### config.mk
export PLATFORM = sky130hd
export DESIGN_NAME = alu_issue_ctrl_flat
export DESIGN_NICKNAME = d
export VERILOG_FILES = /design/src/rtl/alu_issue_ctrl_if.sv /design/src/rtl/alu_issue_ctrl.sv /design/src/flat_wrapper.sv
export SDC_FILE = /design/constraint.sdc
export NUM_CORES = 1
export LEC_CHECK = 0
export CAP_MARGIN = 10
export CORE_MARGIN = 2
export CORE_UTILIZATION = 43
export CTS_CLUSTER_SIZE = 10
export DETAILED_ROUTE_END_ITERATION = 10
export HOLD_SLACK_MARGIN = 0.06
export PLACE_DENSITY = 0.85
export SLEW_MARGIN = 5
export SYNTH_ARGS = -nofsm -noshare
export SYNTH_HDL_FRONTEND = slang
export SYNTH_SLANG_ARGS = --single-unit
### constraint.sdc
create_clock -name clk -period 4.1 [get_ports clk]
set_clock_uncertainty 0.2 [all_clocks]
set_input_delay 0.82 -clock clk [delete_from_list [all_inputs] [get_ports clk]]
set_output_delay 0.82 -clock clk [all_outputs]
set_load 0.005 [all_outputs]
### src/rtl/alu_issue_ctrl_if.sv
// rtl/alu_issue_ctrl_if.sv - shared types and issue/ALU/result bundle for alu_issue_ctrl
//
// Package alu_issue_pkg:
//   aluctrl_t : one-hot ALU control, bit n corresponds to opcode n (isAdd = bit 0 ... isMov = bit 12)
//   flag_t    : ALU flags GT (greater-than) and ET (equal-to)
//
// Interface alu_issue_ctrl_if (modport slave = alu_issue_ctrl, modport master = issuer/ALU/consumer):
//   issue  : in_valid, in_ready, opcode[3:0], op_a[31:0], op_b[31:0], rd[3:0]
//   ALU    : alu_ctrl, alu_a[31:0], alu_b[31:0], alu_result[31:0], alu_flag
//   result : out_valid, out_ready, out_result[31:0], out_gt, out_et, out_rd[3:0], out_illegal

package alu_issue_pkg;

    // Declared MSB first so that the bit index equals the opcode value.
    typedef struct packed {
        logic isMov;
        logic isMod;
        logic isDiv;
        logic isMul;
        logic isAsr;
        logic isLsr;
        logic isLsl;
        logic isNot;
        logic isAnd;
        logic isOr;
        logic isCmp;
        logic isSub;
        logic isAdd;
    } aluctrl_t;

    typedef struct packed {
        logic GT;
        logic ET;
    } flag_t;

endpackage

interface alu_issue_ctrl_if;
    import alu_issue_pkg::*;

    logic        in_valid;
    logic        in_ready;
    logic [3:0]  opcode;
    logic [31:0] op_a;
    logic [31:0] op_b;
    logic [3:0]  rd;

    aluctrl_t    alu_ctrl;
    logic [31:0] alu_a;
    logic [31:0] alu_b;
    logic [31:0] alu_result;
    flag_t       alu_flag;

    logic        out_valid;
    logic        out_ready;
    logic [31:0] out_result;
    logic        out_gt;
    logic        out_et;
    logic [3:0]  out_rd;
    logic        out_illegal;

    modport slave (
        input  in_valid, opcode, op_a, op_b, rd, alu_result, alu_flag, out_ready,
        output in_ready, alu_ctrl, alu_a, alu_b,
        output out_valid, out_result, out_gt, out_et, out_rd, out_illegal
    );

    modport master (
        output in_valid, opcode, op_a, op_b, rd, alu_result, alu_flag, out_ready,
        input  in_ready, alu_ctrl, alu_a, alu_b,
        input  out_valid, out_result, out_gt, out_et, out_rd, out_illegal
    );

endinterface

### src/rtl/alu_issue_ctrl.sv
// rtl/alu_issue_ctrl.sv - single-issue ALU sequencer with per-opcode execute latency
//
// Ports:
//   clk : rising-edge clock
//   rst : synchronous active-high reset
//   bus : alu_issue_ctrl_if.slave (issue handshake, ALU drive/return, result handshake)
// Parameters:
//   MUL_LATENCY : EXEC cycles for MUL (1..15)
//   DIV_LATENCY : EXEC cycles for DIV/MOD when ALU_MULTICYCLE_DIV_EN is defined (1..15)
// Build option:
//   ALU_MULTICYCLE_DIV_EN : when defined, DIV/MOD take DIV_LATENCY cycles; otherwise 1 cycle

module alu_issue_ctrl
    import alu_issue_pkg::*;
#(
    parameter int MUL_LATENCY = 2,
    parameter int DIV_LATENCY = 8
) (
    input  logic             clk,
    input  logic             rst,
    alu_issue_ctrl_if.slave  bus
);

`ifdef ALU_MULTICYCLE_DIV_EN
    localparam bit DIV_MULTICYCLE = 1'b1;
`else
    localparam bit DIV_MULTICYCLE = 1'b0;
`endif

    localparam logic [3:0] OP_MUL  = 4'd9;
    localparam logic [3:0] OP_DIV  = 4'd10;
    localparam logic [3:0] OP_MOD  = 4'd11;
    localparam logic [3:0] OP_LAST = 4'd12;

    // The counter is loaded with latency-1 so that cnt==0 marks the final EXEC cycle.
    localparam logic [3:0] MUL_CNT = 4'(MUL_LATENCY - 1);
    localparam logic [3:0] DIV_CNT = 4'(DIV_LATENCY - 1);

    typedef enum logic [1:0] {
        IDLE,
        EXEC,
        DONE
    } state_t;

    state_t     state;
    logic [3:0] cnt;
    logic [3:0] rd_q;
    logic [3:0] start_cnt;
    logic       accept;
    logic       illegal_in;

    // A finished result may be drained and a new op accepted on the same edge.
    assign bus.in_ready = !rst && ((state == IDLE) || (state == DONE && bus.out_ready));
    assign accept       = bus.in_valid && bus.in_ready;
    assign illegal_in   = bus.opcode > OP_LAST;

    always_comb begin
        start_cnt = 4'd0;
        if (bus.opcode == OP_MUL) begin
            start_cnt = MUL_CNT;
        end else if ((bus.opcode == OP_DIV || bus.opcode == OP_MOD) && DIV_MULTICYCLE) begin
            start_cnt = DIV_CNT;
        end
    end

    always_ff @(posedge clk) begin
        if (rst) begin
            state           <= IDLE;
            cnt             <= 4'd0;
            rd_q            <= 4'd0;
            bus.alu_ctrl    <= '0;
            bus.alu_a       <= 32'd0;
            bus.alu_b       <= 32'd0;
            bus.out_valid   <= 1'b0;
            bus.out_result  <= 32'd0;
            bus.out_gt      <= 1'b0;
            bus.out_et      <= 1'b0;
            bus.out_rd      <= 4'd0;
            bus.out_illegal <= 1'b0;
        end else begin
            case (state)
                IDLE, DONE: begin
                    if (state == DONE && bus.out_ready) begin
                        state         <= IDLE;
                        bus.out_valid <= 1'b0;
                    end
                    if (accept) begin
                        rd_q <= bus.rd;
                        if (illegal_in) begin
                            // Illegal ops never touch the ALU; report straight away.
                            state           <= DONE;
                            bus.out_valid   <= 1'b1;
                            bus.out_result  <= 32'd0;
                            bus.out_gt      <= 1'b0;
                            bus.out_et      <= 1'b0;
                            bus.out_rd      <= bus.rd;
                            bus.out_illegal <= 1'b1;
                        end else begin
                            state        <= EXEC;
                            cnt          <= start_cnt;
                            bus.alu_ctrl <= aluctrl_t'(13'd1 << bus.opcode);
                            bus.alu_a    <= bus.op_a;
                            bus.alu_b    <= bus.op_b;
                        end
                    end
                end
                EXEC: begin
                    if (cnt != 4'd0) begin
                        cnt <= cnt - 4'd1;
                    end else begin
                        state           <= DONE;
                        bus.alu_ctrl    <= '0;
                        bus.out_valid   <= 1'b1;
                        bus.out_result  <= bus.alu_result;
                        bus.out_gt      <= bus.alu_flag.GT;
                        bus.out_et      <= bus.alu_flag.ET;
                        bus.out_rd      <= rd_q;
                        bus.out_illegal <= 1'b0;
                    end
                end
                default: begin
                    state <= IDLE;
                end
            endcase
        end
    end

endmodule

### src/flat_wrapper.sv
// flat-port wrapper written by rule: the top's interface ports become plain ports
module alu_issue_ctrl_flat import alu_issue_pkg::*;
#(
    parameter int MUL_LATENCY = 2,
    parameter int DIV_LATENCY = 8
)
  (clk, rst, bus_in_valid, bus_opcode, bus_op_a, bus_op_b, bus_rd, bus_alu_result, bus_alu_flag, bus_out_ready, bus_in_ready, bus_alu_ctrl, bus_alu_a, bus_alu_b, bus_out_valid, bus_out_result, bus_out_gt, bus_out_et, bus_out_rd, bus_out_illegal);
  alu_issue_ctrl_if bus_i ();
  input  logic clk;
  input  logic rst;
  input wire logic [$bits(bus_i.in_valid)-1:0] bus_in_valid;
  input wire logic [$bits(bus_i.opcode)-1:0] bus_opcode;
  input wire logic [$bits(bus_i.op_a)-1:0] bus_op_a;
  input wire logic [$bits(bus_i.op_b)-1:0] bus_op_b;
  input wire logic [$bits(bus_i.rd)-1:0] bus_rd;
  input wire logic [$bits(bus_i.alu_result)-1:0] bus_alu_result;
  input wire logic [$bits(bus_i.alu_flag)-1:0] bus_alu_flag;
  input wire logic [$bits(bus_i.out_ready)-1:0] bus_out_ready;
  output wire logic [$bits(bus_i.in_ready)-1:0] bus_in_ready;
  output wire logic [$bits(bus_i.alu_ctrl)-1:0] bus_alu_ctrl;
  output wire logic [$bits(bus_i.alu_a)-1:0] bus_alu_a;
  output wire logic [$bits(bus_i.alu_b)-1:0] bus_alu_b;
  output wire logic [$bits(bus_i.out_valid)-1:0] bus_out_valid;
  output wire logic [$bits(bus_i.out_result)-1:0] bus_out_result;
  output wire logic [$bits(bus_i.out_gt)-1:0] bus_out_gt;
  output wire logic [$bits(bus_i.out_et)-1:0] bus_out_et;
  output wire logic [$bits(bus_i.out_rd)-1:0] bus_out_rd;
  output wire logic [$bits(bus_i.out_illegal)-1:0] bus_out_illegal;
  assign bus_i.in_valid = bus_in_valid;
  assign bus_i.opcode = bus_opcode;
  assign bus_i.op_a = bus_op_a;
  assign bus_i.op_b = bus_op_b;
  assign bus_i.rd = bus_rd;
  assign bus_i.alu_result = bus_alu_result;
  assign bus_i.alu_flag = bus_alu_flag;
  assign bus_i.out_ready = bus_out_ready;
  assign bus_in_ready = bus_i.in_ready;
  assign bus_alu_ctrl = bus_i.alu_ctrl;
  assign bus_alu_a = bus_i.alu_a;
  assign bus_alu_b = bus_i.alu_b;
  assign bus_out_valid = bus_i.out_valid;
  assign bus_out_result = bus_i.out_result;
  assign bus_out_gt = bus_i.out_gt;
  assign bus_out_et = bus_i.out_et;
  assign bus_out_rd = bus_i.out_rd;
  assign bus_out_illegal = bus_i.out_illegal;
  alu_issue_ctrl #(.MUL_LATENCY(MUL_LATENCY), .DIV_LATENCY(DIV_LATENCY)) u_core (.clk(clk), .rst(rst), .bus(bus_i));
endmodule
* Yosys cells after proc, flatten, opt, wreduce, memory -nomap -nowiden *
Index checks and enable logic that the tools add are counted.
Widths: inputs -> output; s select.

storage, ports and cells
  input port bits = 110
  register bits after elaboration = 127
  logic and storage cells = 90
  output and inout bits = 118

operators by class
  order comparisons = 1
  mux-type cells = 37
  $add $sub $neg = 1
  eq/ne operators = 9
  bitwise operators = 1
  reduce and logical (&&, ||, !) cells = 16
  shifts and indexed selects = 1

operators with widths
  kind                  count
  $mux 32               3
  $pmux 32 s2           1
  $mux 13               3
  $pmux 13 s2           1
  $mux 4                6
  $pmux 4 s2            2
  $shl 1x4->13 const A  1
  $mux 1                12
  $reduce_and 4->1      3
  $mux 2                4
  $pmux 1 s2            4
  $ne 2x1->1 const B    3
  $reduce_and 2->1      3
  $eq 4x4->1 const B    1
  $gt 4x4->1 const B    1
  $ne 2x2->1 const B    2
  $pmux 2 s2            1
  $reduce_bool 4->1     1
  $sub 4x1->4 const B   1
  $logic_and 1x1->1     3
  $ne 3x1->1 const B    1
  $reduce_and 3->1      1
  $eq 2x1->1 const B    1
  $eq 2x2->1 const B    1
  6 further kinds       6

* Logic depth before layout (Yosys ltp) *
  depth after elaboration = 7
  depth in mapped cells = 8
  mapped depth without buffers = 6

* Least setup slack after synthesis *
Ideal clock, no wire load.

  path type = input to output
  start point = input rst
  end point = output bus_in_ready
  slack = 1.871 ns
  arrival time = 1.209 ns
  buffers on the path = 1
  required time = 3.080 ns
  stages on the path = 3
  path through = buf_6 > nor2_2 > and2_1

on the way
  cells in the longest elaborated chain, start to end = 2

RTL lines
  item               RTL line              text
  start, declared    flat_wrapper.sv:10    input logic rst;
  $logic_not 1->1    alu_issue_ctrl.sv:53  assign bus.in_ready = !rst && ((state == IDLE) || (state == DONE && bus.out_ready));
  $logic_and 1x1->1  alu_issue_ctrl.sv:53
  end, declared      flat_wrapper.sv:19    output wire logic [$bits(bus_i.in_ready)-1:0] bus_in_ready;

No other way between the ends.

* Worst setup path in the final report *
  start point = input bus_out_ready
  end point = output bus_in_ready

on the way
  cells in the longest elaborated chain, start to end = 3

RTL lines
  item               RTL line              text
  start, declared    flat_wrapper.sv:18    input wire logic [$bits(bus_i.out_ready)-1:0] bus_out_ready;
  $logic_and 1x1->1  alu_issue_ctrl.sv:53
  $logic_or 1x1->1   alu_issue_ctrl.sv:53
  $logic_and 1x1->1  alu_issue_ctrl.sv:53

No other way between the ends.

==> out/metrics.cfg <==
[layout]
stdcell_area_um2 = 7500
antenna_cells = 0
fin_util_pct = 72.0
area.growth.synth_to_final_pct = 61.0
layout.nets = 830
drive_above_1_share_pct = 6.84
fill_cells = 763

[setup_path]
cp_data_arrival_time_ns = 2.23
r2r_slack_ns = 1.61
crit_path_frequent_cell = clkdlybuf4s50_1
slowest_stage = clkdlybuf4s50_1
crit_path_end_kind = output pin
worstPathMaxFanout = 5
worstPathRequired_ns = 3.08
critPathKind = input port to output pin
path_cells = clkdlybuf4s50_1 -> nand2b_1 -> and2_1 -> clkdlybuf4s50_1
start_kind = input port
max_stage_delay_ns = 0.54
path_delay_family = buffers and inverters
cp_num_buf_inv = 2

[timing]
rsz0062_at_grt = false
fmax_ghz = 0.307
hold_viol = 0
fin_tns_setup_ns = 0
post-route-period-util_pct = 79.4
hold_ws_ns = 0.252
max_slew_margin_pct = 32.8
slew_viol_final = 0
setup_viol = 0
worst_slew_pin_slew_ns = 1.01
min_period_ns = 3.25

[cts]
cts_buffer_depth = 2
clk_pin_slew_ns = 0.06
root_buffer = clkbuf_8
clk_latency_ns = 0.50
tritoncts = done
cts_resized = 0
numCtsBuffers = 17
cts_hold_buf = 0
clock_sinks = 127
h-tree-depth = 4
cts_setup_buffers = 0

[floorplan]
die_area_um2 = 11700
coreArea_um2 = 10400
io_pins = 228
initial_utilization_pct = 44.7
dieWidth_um = 108
die_y_um = 108
fp-row-count = 37

[global_routing]
gr-total-overflow = 0
use_met2_pct = 39.8
grt_pass1_wl_mm = 21.0
grt_max_degree = 99
grt_util_met1_pct = 25.3
busiest_layer = met2
antenna_found_initial = 0
groute.usage.overall_pct = 22.7
grt_pass1_vias = 4297
grtUsageMet3_pct = 6.99

[yosys]
synthFlopType = dfxtp_1
ys_top_cells_by_count = 131 x nand2_1, 127 x dfxtp_1, 75 x a21oi_1
ys_types = 40
ys_seq_area_share_pct = 54.6
synthCells = 509
yosysWarnings = 0
post_synth.cell_area_avg_um2 = 9.15
yosys_register_bits = 127
yosysTopAreaCell = dfxtp_1
async_reset_ff_share_pct = 0
synth_top_area_share_pct = 54.6
synth_most_common_cell = nand2_1
syn_area_um2 = 4660
synth_area_leaders = dfxtp_1 55%, nand2_1 11%, a21oi_1 8.1%
synth_edf_count = 0
synth_nets = 621

[power_and_ir_drop]
power_leakage_uw = 0.00270
ir_drop_uv = 268
total_power_uw = 3230
p_per_area_nw_per_um2 = 431

[drt]
num_vias = 4450
drc = 0
viasPerCell = 5.13
drtPass1Iterations = 5
drt-total-wl_mm = 13.6
wl_per_cell_um = 15.7
ant_nets = 0
drt_first_iter_violations = 406

[place]
gp_congestion = 0.799
dp_hpwl_mm = 9.42
place_area_um2 = 6880
io_buffers = 227

[flow_run]
drv_cap = 0

[min_path]
hold_path_class = register to register

[run_status]
outcome = finished, final reports clean

## layout by cell type, fill, tap and decap left out, drive strengths merged, types with 2 or more instances in the layout
master	count
nand4	7
nand4b	5
clkinvlp	2
a21oi	75
o31ai	4
a221oi	4
xor2	2
and3	3
bufinv	3
a22o	34
nor2b	2
a31oi	2
nand2	131
clkinv	3
and2	5
dfxtp	127
nand2b	2
clkbuf	17
nand3	17
or3b	2
inv	11
nor2	15
nor3	4
mux2i	4
clkdlybuf4s50	226
a211oi	6
buf	6
ha	2
## kinds of logic (layout without fill, tap and decap cells)
| group | Yosys count | count (layout) | share of synthesized area, % |
|---|---|---|---|
| flops | 127 | 127 | 54.6 |
| mux | 4 | 4 | 0.860 |
| buf+inv | 46 | 268 | 5.70 |
| fa+ha+maj | 2 | 2 | 0.537 |
| compound gates | 130 | 130 | 18.8 |
| simple gates | 198 | 198 | 19.2 |
| xor+xnor | 2 | 2 | 0.376 |
## layout make-up
class | instances | area, um^2 | area share (%)
clock buffer | 17 | 414 | 5.52
clock inverter | 15 | 198 | 2.64
inverter | 4 | 15.0 | 0.200
multi-input combinational | 336 | 1850 | 24.7
sequential | 127 | 2540 | 33.9
tap | 136 | 170 | 2.27
timing repair buffer | 232 | 2310 | 30.8
## worst register-to-register path, stage by stage (launching register included)
cell and delay, ns:
dfxtp_1 0.31, inv_1 0.12, ha_1 0.15, or3b_4 0.41, or2_4 0.36, nor2_4 0.64, a22o_1 0.25
## registers in the layout (all words and copies together), names as in the netlist
name,cells
u_core.bus.out_illegal,1
u_core.bus.out_gt,1
u_core.rd_q,4
u_core.state,2
u_core.bus.alu_a,32
u_core.bus.out_et,1
u_core.bus.alu_ctrl,13
u_core.bus.out_result,32
u_core.bus.alu_b,32
u_core.bus.out_rd,4
u_core.cnt,4
u_core.bus.out_valid,1
## power breakdown
group / leakage (uW) / switching, uW / internal [uW]
clock network: 0.000294 / 592 / 947
registers: 0.00103 / 27.4 / 1290
logic: 0.00137 / 158 / 222
total: 0.00270 / 778 / 2460
## layer usage
| metal | part of all wire [%] | vias to the layer above |
|---|---|---|
| met5 | 0 | - |
| met4 | 2.8 | 0 |
| met3 | 7.5 | 29 |
| met2 | 51 | 184 |
| met1 | 39 | 2062 |
| li1 | - | 2175 |
## per-stage QoR
step                cells  setup slack, ns
floorplan             509             1.87
global placement      835            0.913
detailed placement    835            0.869
CTS                   867            0.843
global route          867            0.793
finish                867            0.845
## worst paths after layout
path,to,cells past startpoint,start
worst min register to register,u_core.bus.alu_a[14]$_SDFFE_PP0P_,2,u_core.bus.alu_a[14]$_SDFFE_PP0P_
worst max-delay path,bus_in_ready,4,bus_out_ready
worst min-delay path,u_core.bus.alu_a[14]$_SDFFE_PP0P_,2,u_core.bus.alu_a[14]$_SDFFE_PP0P_
worst max register to register,u_core.bus.out_et$_SDFFE_PP0P_,6,u_core.cnt[0]$_SDFFE_PP0P_
No activity file was read; power rests on OpenSTA's default activity.
